$ cat src/rtl/xorshift_stream_mux_pkg.sv
// Shared xorshift64 helpers: the state step and per-channel seed derivation.
package xorshift_pkg;

  localparam int XS_SHIFT_A = 13;
  localparam int XS_SHIFT_B = 7;
  localparam int XS_SHIFT_C = 17;

  typedef logic [63:0] xs_state_t;

  function automatic xs_state_t xs64_step(input xs_state_t x);
    xs_state_t y;
    y = x ^ (x << XS_SHIFT_A);
    y = y ^ (y >> XS_SHIFT_B);
    y = y ^ (y << XS_SHIFT_C);
    return y;
  endfunction

  // An all-zero state would lock the generator at zero, so it is remapped to 1.
  function automatic xs_state_t xs64_seed(input xs_state_t seed, input int unsigned idx);
    xs_state_t s;
    s = seed + xs_state_t'(idx);
    return (s == '0) ? xs_state_t'(1) : s;
  endfunction

endpackage

$ cat src/rtl/xorshift_rr_arb.sv
// Combinational round-robin pick: first requester at or after ptr, ascending with wrap.
module xorshift_rr_arb #(
  parameter  int NUM_CH = 16,
  localparam int IDX_W  = (NUM_CH > 1) ? $clog2(NUM_CH) : 1
) (
  input  logic [NUM_CH-1:0] req,
  input  logic [IDX_W-1:0]  ptr,
  output logic [NUM_CH-1:0] grant,
  output logic [IDX_W-1:0]  idx,
  output logic              any_grant
);

  logic [IDX_W-1:0] cand;

  always_comb begin
    grant     = '0;
    idx       = '0;
    any_grant = 1'b0;
    cand      = '0;
    for (int k = 0; k < NUM_CH; k++) begin
      cand = IDX_W'((int'(ptr) + k) % NUM_CH);
      if (!any_grant && req[cand]) begin
        any_grant = 1'b1;
        idx       = cand;
      end
    end
    if (any_grant) grant[idx] = 1'b1;
  end

endmodule

$ cat src/rtl/xorshift_stream_mux.sv
// N budgeted xorshift64 generators merged round-robin onto one registered
// valid/ready stream tagged with channel and per-channel transaction index.
module xorshift_stream_mux
  import xorshift_pkg::*;
#(
  parameter  int          NUM_CH     = 16,
  parameter  int          DATA_W     = 64,
  parameter  int          CNT_W      = 32,
  parameter  int          TXN_PER_CH = 1000,
  parameter  logic [63:0] SEED       = 64'h1,
  localparam int          IDX_W      = (NUM_CH > 1) ? $clog2(NUM_CH) : 1
) (
  input  logic              clk,
  input  logic              rst,
  input  logic              restart,
  input  logic [NUM_CH-1:0] ch_en,
  output logic              out_valid,
  input  logic              out_ready,
  output logic [DATA_W-1:0] out_data,
  output logic [IDX_W-1:0]  out_chan,
  output logic [CNT_W-1:0]  out_txn,
  output logic [NUM_CH-1:0] ch_done,
  output logic              done
);

  localparam logic [CNT_W-1:0] TXN_LIM = CNT_W'(TXN_PER_CH);
  localparam bit               BOUNDED = (TXN_PER_CH != 0);

  xs_state_t         state [NUM_CH];
  logic [CNT_W-1:0]  cnt   [NUM_CH];
  logic [IDX_W-1:0]  rr_ptr, win;
  logic [NUM_CH-1:0] elig, grant;
  logic              any_grant, load;

  assign elig = ch_en & ~ch_done;
  // The output register refills whenever it is empty or being drained.
  assign load = !out_valid || out_ready;

  xorshift_rr_arb #(.NUM_CH(NUM_CH)) u_arb (
    .req      (elig),
    .ptr      (rr_ptr),
    .grant    (grant),
    .idx      (win),
    .any_grant(any_grant)
  );

  always_ff @(posedge clk) begin
    if (rst || restart) begin
      for (int i = 0; i < NUM_CH; i++) begin
        state[i] <= xs64_seed(SEED, i);
        cnt[i]   <= '0;
      end
      rr_ptr    <= '0;
      out_valid <= 1'b0;
      out_data  <= '0;
      out_chan  <= '0;
      out_txn   <= '0;
      ch_done   <= '0;
      done      <= 1'b0;
    end else begin
      done <= BOUNDED && (&(ch_done | ~ch_en));
      if (load) begin
        out_valid <= any_grant;
        if (any_grant) begin
          out_data <= state[win][DATA_W-1:0];
          out_chan <= win;
          out_txn  <= cnt[win];
          rr_ptr   <= (win == IDX_W'(NUM_CH - 1)) ? '0 : win + 1'b1;
        end
      end
      for (int i = 0; i < NUM_CH; i++) begin
        if (load && grant[i]) begin
          state[i] <= xs64_step(state[i]);
          cnt[i]   <= cnt[i] + 1'b1;
          if (BOUNDED && (cnt[i] + 1'b1 == TXN_LIM)) ch_done[i] <= 1'b1;
        end
      end
    end
  end

endmodule

$ cat config.mk
export PLATFORM = sky130hd
export DESIGN_NAME = xorshift_stream_mux
export DESIGN_NICKNAME = d
export VERILOG_FILES = /design/src/rtl/xorshift_stream_mux_pkg.sv /design/src/rtl/xorshift_rr_arb.sv /design/src/rtl/xorshift_stream_mux.sv
export SDC_FILE = /design/constraint.sdc
export NUM_CORES = 2
export LEC_CHECK = 0
export ABC_AREA = 1
export CAP_MARGIN = 40
export CORE_MARGIN = 4
export CORE_UTILIZATION = 35
export DETAILED_ROUTE_END_ITERATION = 10
export GPL_ROUTABILITY_DRIVEN = 0
export HOLD_SLACK_MARGIN = 0.1
export PLACE_DENSITY_LB_ADDON = 0.05
export SLEW_MARGIN = 20
export SYNTH_ARGS = -nofsm -noshare
export SYNTH_HDL_FRONTEND = slang
export SYNTH_SLANG_ARGS = --single-unit
export TNS_END_PERCENT = 5
$ cat constraint.sdc
create_clock -name clk -period 13.1 [get_ports clk]
set_input_delay 1.31 -clock clk [delete_from_list [all_inputs] [get_ports clk]]
set_output_delay 1.31 -clock clk [all_outputs]
set_load 0.05 [all_outputs]
### Word level (Yosys, flattened, before mapping)

Memories as Yosys holds them, arrays and structs flattened. A register that Yosys moved wholly into a read port is not among the register bits.
Cells that the tools add are included.

* eq/ne operators: 17
* muxes and demuxes: 150
* reduce and logical (&&, ||, !) cells: 68
* bitwise logic cells: 84
* $add $sub $neg: 32
* $lt $le $gt $ge: 18

Operators by type and width (count)
* $xor 64x64->64: 32
* $mux 64: 16
* $xor 64x57->64: 16
* $add 32x1->32 const B: 16
* $eq 32x10->1 const B: 16
* $mux 32: 16
* $lt 4x5->1 const B: 17
* $mux 1: 83
* $mux 4: 17
* $bmux 1 s4: 16
* $reduce_and 2->1: 17
* $add 4x4->4 const B: 8
* $logic_and 1x1->1: 32
* $not 16->16: 2
* $or 1x1->1: 32
* $add 4x3->4 const B: 4
* $and 16x16->16: 1
* $logic_not 1->1: 16
* $mux 16: 1
* $or 16x16->16: 1
* $reduce_and 16->1: 1
* $add 4x1->4 const B: 2
* $add 4x2->4 const B: 2
* $demux 1 s4: 1
* 3 further kinds: 4

* input bits: 20
* word-level logic and storage cells: 391
* memories: 2
* flip-flop bits (word level): 26
* RAM bits: 1536
* output and inout port bits: 118

Memories
* state: words 16, bits a word 64, rd ports 17, clocked after Yosys merged registers in 1, write ports 16, RTL line xorshift_stream_mux.sv:29 `xs_state_t state [NUM_CH];`
* cnt: words 16, bits a word 32, rd ports 17, clocked after Yosys merged registers in 1, write ports 16, RTL line xorshift_stream_mux.sv:30 `logic [CNT_W-1:0] cnt [NUM_CH];`

### Depth between registers and ports, before layout

* depth after elaboration: 60
* mapped depth: 34
* gate-level depth less buffers: 28

### By module

Synthesis repeated with hierarchy kept, for this count alone.

* cells, all modules: 13323
* area total of the unflattened synthesis: 110883.8 sq um

By module, submodules not included
* xorshift_stream_mux: sequential area each 48566.6 sq um, cells an instance 12938, instances 1, area each 108937.0 sq um
* xorshift_rr_arb: sequential area each 0.0 sq um, cells an instance 385, instances 1, area each 1946.9 sq um

### Least setup slack after synthesis

Ideal clock, no wire load.

* kind: input to register
* from: input ch_en[1]
* to: memory cnt[11][0] (enable)
* arrival time: 10726 ps
* data required time: 12417 ps
* path buffers: 4
* library setup time: 683 ps
* setup slack: 1691 ps
* cell stages on the path: 24
* cell sequence: nand3_1 > nand3_1 > nand3_1 > nand3_1 > nand2_2 > nand4_2 > nor2_4 > nand4_2 > nor2_4 > nand4_2 > nor2_4 > nand4_2 > nand3_1 > buf_6 > nand2_4 > buf_6 > inv_2 > buf_4 > buf_4 > ha_1 > inv_1 > nor2_1 > inv_1 > o21ai_0

RTL lines
* start: declaration: RTL line xorshift_stream_mux.sv:16 `input logic [NUM_CH-1:0] ch_en,`
* end: declaration: RTL line xorshift_stream_mux.sv:30

==> results.cfg <==
[clocking]
post_cts_buffers = 0
htreeDepth = 4
cts-root-buf = clkbuf_16
cts_tree = done
clockBufferDepth = 4
clkSlewWorstSetupHoldPaths_ns = 0.06
ctsResizeCount = 0
clk_latency_ns = 0.93
cts_buffers = 217
cts_hold_buf = 0
cts_num_sinks = 1658

[place]
port_buffers = 137
place_inst = 17397
dpl.hpwl_mm = 336
place_ws_ns = 4.21

[sta]
final.setup_skew_ns = 0.0623
worst_pin_slew_ns = 1.12
slew_headroom_pct = 25.7
setup-violations-final = 0
min_period_over_period_pct = 67.2
holdWs_ns = 0.466
timing.final.max_slew_violations = 0
rsz0062_at_grt = no
min_period_ns = 8.80
fmax_mhz = 114
finalSetupTns_ns = 0
worst_slack_ns = 4.30
hold_viol = 0

[yosys]
syn-cell-area_um2 = 112000
syn_nets = 13602
synth_edf_count = 1536
yosysUniqueCellTypes = 52
ys.flop_type = edfxtp_1
ys_warn_count = 0
synthCells = 13542
async_flop_share_pct = 0
synth_seq_area_share_pct = 43.5
avgSynthCellArea_um2 = 8.25
ys_ff_latch = 1658

[layout]
drive_above_1_share_pct = 3.91
layout.nets = 13501
fill_cells = 32884
final_cell_mix = nand2_1 (3,290), xnor2_1 (2,249), nor2_1 (1,738), edfxtp_1 (1,536), inv_1 (1,122)
final_common_cell = nand2_1
fin_cells = 17813
synthToLayoutAreaGrowth_pct = 11.6

[flow_run]
max-cap-violations = 0

[detailed_routing]
postRouteAntennaNets = 0
drc_errors = 0
num_vias = 92445
drtIter0Drc = 9856
wl_mm = 445
vias_per_cell = 5.19
first_pass_iters = 6
avgRoutedWirePerCell_um = 25.0

[grt]
grt_util_all_layers_pct = 26.0
grt_max_degree = 175
antenna_found_initial = 13
overflow = 0
grt_pass1_wl_mm = 638
grt_pass1_vias = 90398

[die]
dieHeight_um = 573
row_count = 207
die_area_um2 = 328000
start_util_pct = 35.1
die_x_um = 573
ioPinCount = 138
coreArea_um2 = 318000

[setup_path]
crit_required_ns = 13.65
r2r_end = state[3][3]$_SDFFCE_PN0P_
worstSetupStartpointType = register
startpoint = rr_ptr[1]$_SDFFE_PP0P_
r2r_cells = 24
cp-end-kind = register
critPathArrivalTime_ns = 9.36
critical_path_class = reg2reg
crit_fanout = 82
r2r_slack_ns = 4.30
r2r-start = rr_ptr[1]$_SDFFE_PP0P_

[hold_path]
whs_endpoint = out_chan[2]$_SDFFE_PP0P_
hold_start = out_chan[2]$_SDFFE_PP0P_
min_path_type = reg2reg
whs_path_depth = 2

[run_status]
outcome = complete, no violations
## routing by layer
layer,wire [um],up-vias,track usage [%]
li1,-,43508,-
met1,200000,45061,36.8
met2,197000,3232,40.5
met3,26400,640,2.70
met4,21300,4,11.0
met5,26,-,0
## synth_stat cells, types with 5 or more instances
cell type  count  area share (%)
clkbuf_1     210            0.71
inv_2         19           0.064
nand3b_1      81            0.54
ha_1          40            0.45
buf_4         10           0.067
xnor2_1     2249              18
nor2_2         8           0.045
nor3_1       206            0.92
a21oi_1      194            0.87
o21a_1        73            0.49
edfxtp_1    1536              41
nor2_1      1742             5.9
nand4_1      165            0.92
buf_2        284             1.3
buf_6         41            0.41
nand3_1     1101             4.9
nand2_1     3299              11
nor4_1       114            0.64
or4_1          5           0.034
dfxtp_1      122             2.2
inv_1       1123             3.8
nor2_4         5           0.050
buf_1         32            0.11
o21ai_1       60            0.27
xor2_1       466             3.7
o21ai_0      310             1.4
## per-stage QoR
stage / area (um2) / util, %
final: 125000 / 39.2
after floorplan: 112000 / -
after detailed placement: 117000 / 36.8
after global routing: 125000 / 39.2
after CTS: 125000 / 39.2
after global placement: 117000 / 36.6
## critical path, stage by stage, from the launching register on
cell and delay, ns:
dfxtp_1 0.76, inv_1 0.51, ha_1 0.62, inv_1 0.43
nand3_1 0.18, nand3_1 0.10, nand2_1 0.09, o21ai_1 0.42
nand4_1 0.22, nor2_1 0.15, nand4_1 0.13, nor2_1 0.24
nor2_1 0.09, nand2_1 0.09, clkinv_1 0.10, nand3_4 0.43
nand2_8 0.48, inv_4 0.60, ha_1 0.31, inv_1 0.08
nor2_1 0.58, nand2_1 0.38, nand2_4 0.45, buf_4 0.51
buf_12 0.30
## cell families after synthesis
logic type      count (synthesis)  share of synthesized area, %
compound gates                652                          3.12
flops                        1658                          43.5
buf+inv                      1721                          6.41
fa+ha+maj                      40                         0.448
simple gates                 6753                          25.2
xor+xnor                     2718                          21.3
## final cells by class
cell class,count,area (um2),area share (%)
clock inverters,137,1430,1.15
flip-flops and latches,1658,48600,38.9
multi-input cells,10163,56300,45.1
well taps,4180,5230,4.19
inverters,1144,4320,3.46
repair buffers,257,2950,2.36
diodes,5,12.5,0.0100
clock buffers,269,5930,4.76
## registers in the layout (all words and copies together) (netlist names)
signal,count
state,1024
cnt,512
out_data,64
out_txn,32
ch_done,16
out_chan,4
rr_ptr,4
done,1
out_valid,1
## worst max path at each step
| stage | end | slack, ns | cells after the start |
|---|---|---|---|
| 6_report | state[3][3]$_SDFFCE_PN0P_ | 4.30 | 24 |
| 2_1_floorplan | cnt[11][0]$_SDFFCE_PP0P_ | 1.69 | 24 |
| 3_5_place_dp | state[11][19]$_SDFFCE_PP0P_ | 4.21 | 24 |
| 3_3_place_gp | state[11][26]$_SDFFCE_PP0P_ | 4.01 | 25 |
| 5_1_grt | state[3][3]$_SDFFCE_PN0P_ | 3.71 | 24 |
| 4_1_cts | state[11][3]$_SDFFCE_PP1P_ | 4.17 | 24 |
Power is left out: the tool's default activity adds up to more than one toggle a clock period on the data nets, which glitch-free logic cannot reach.
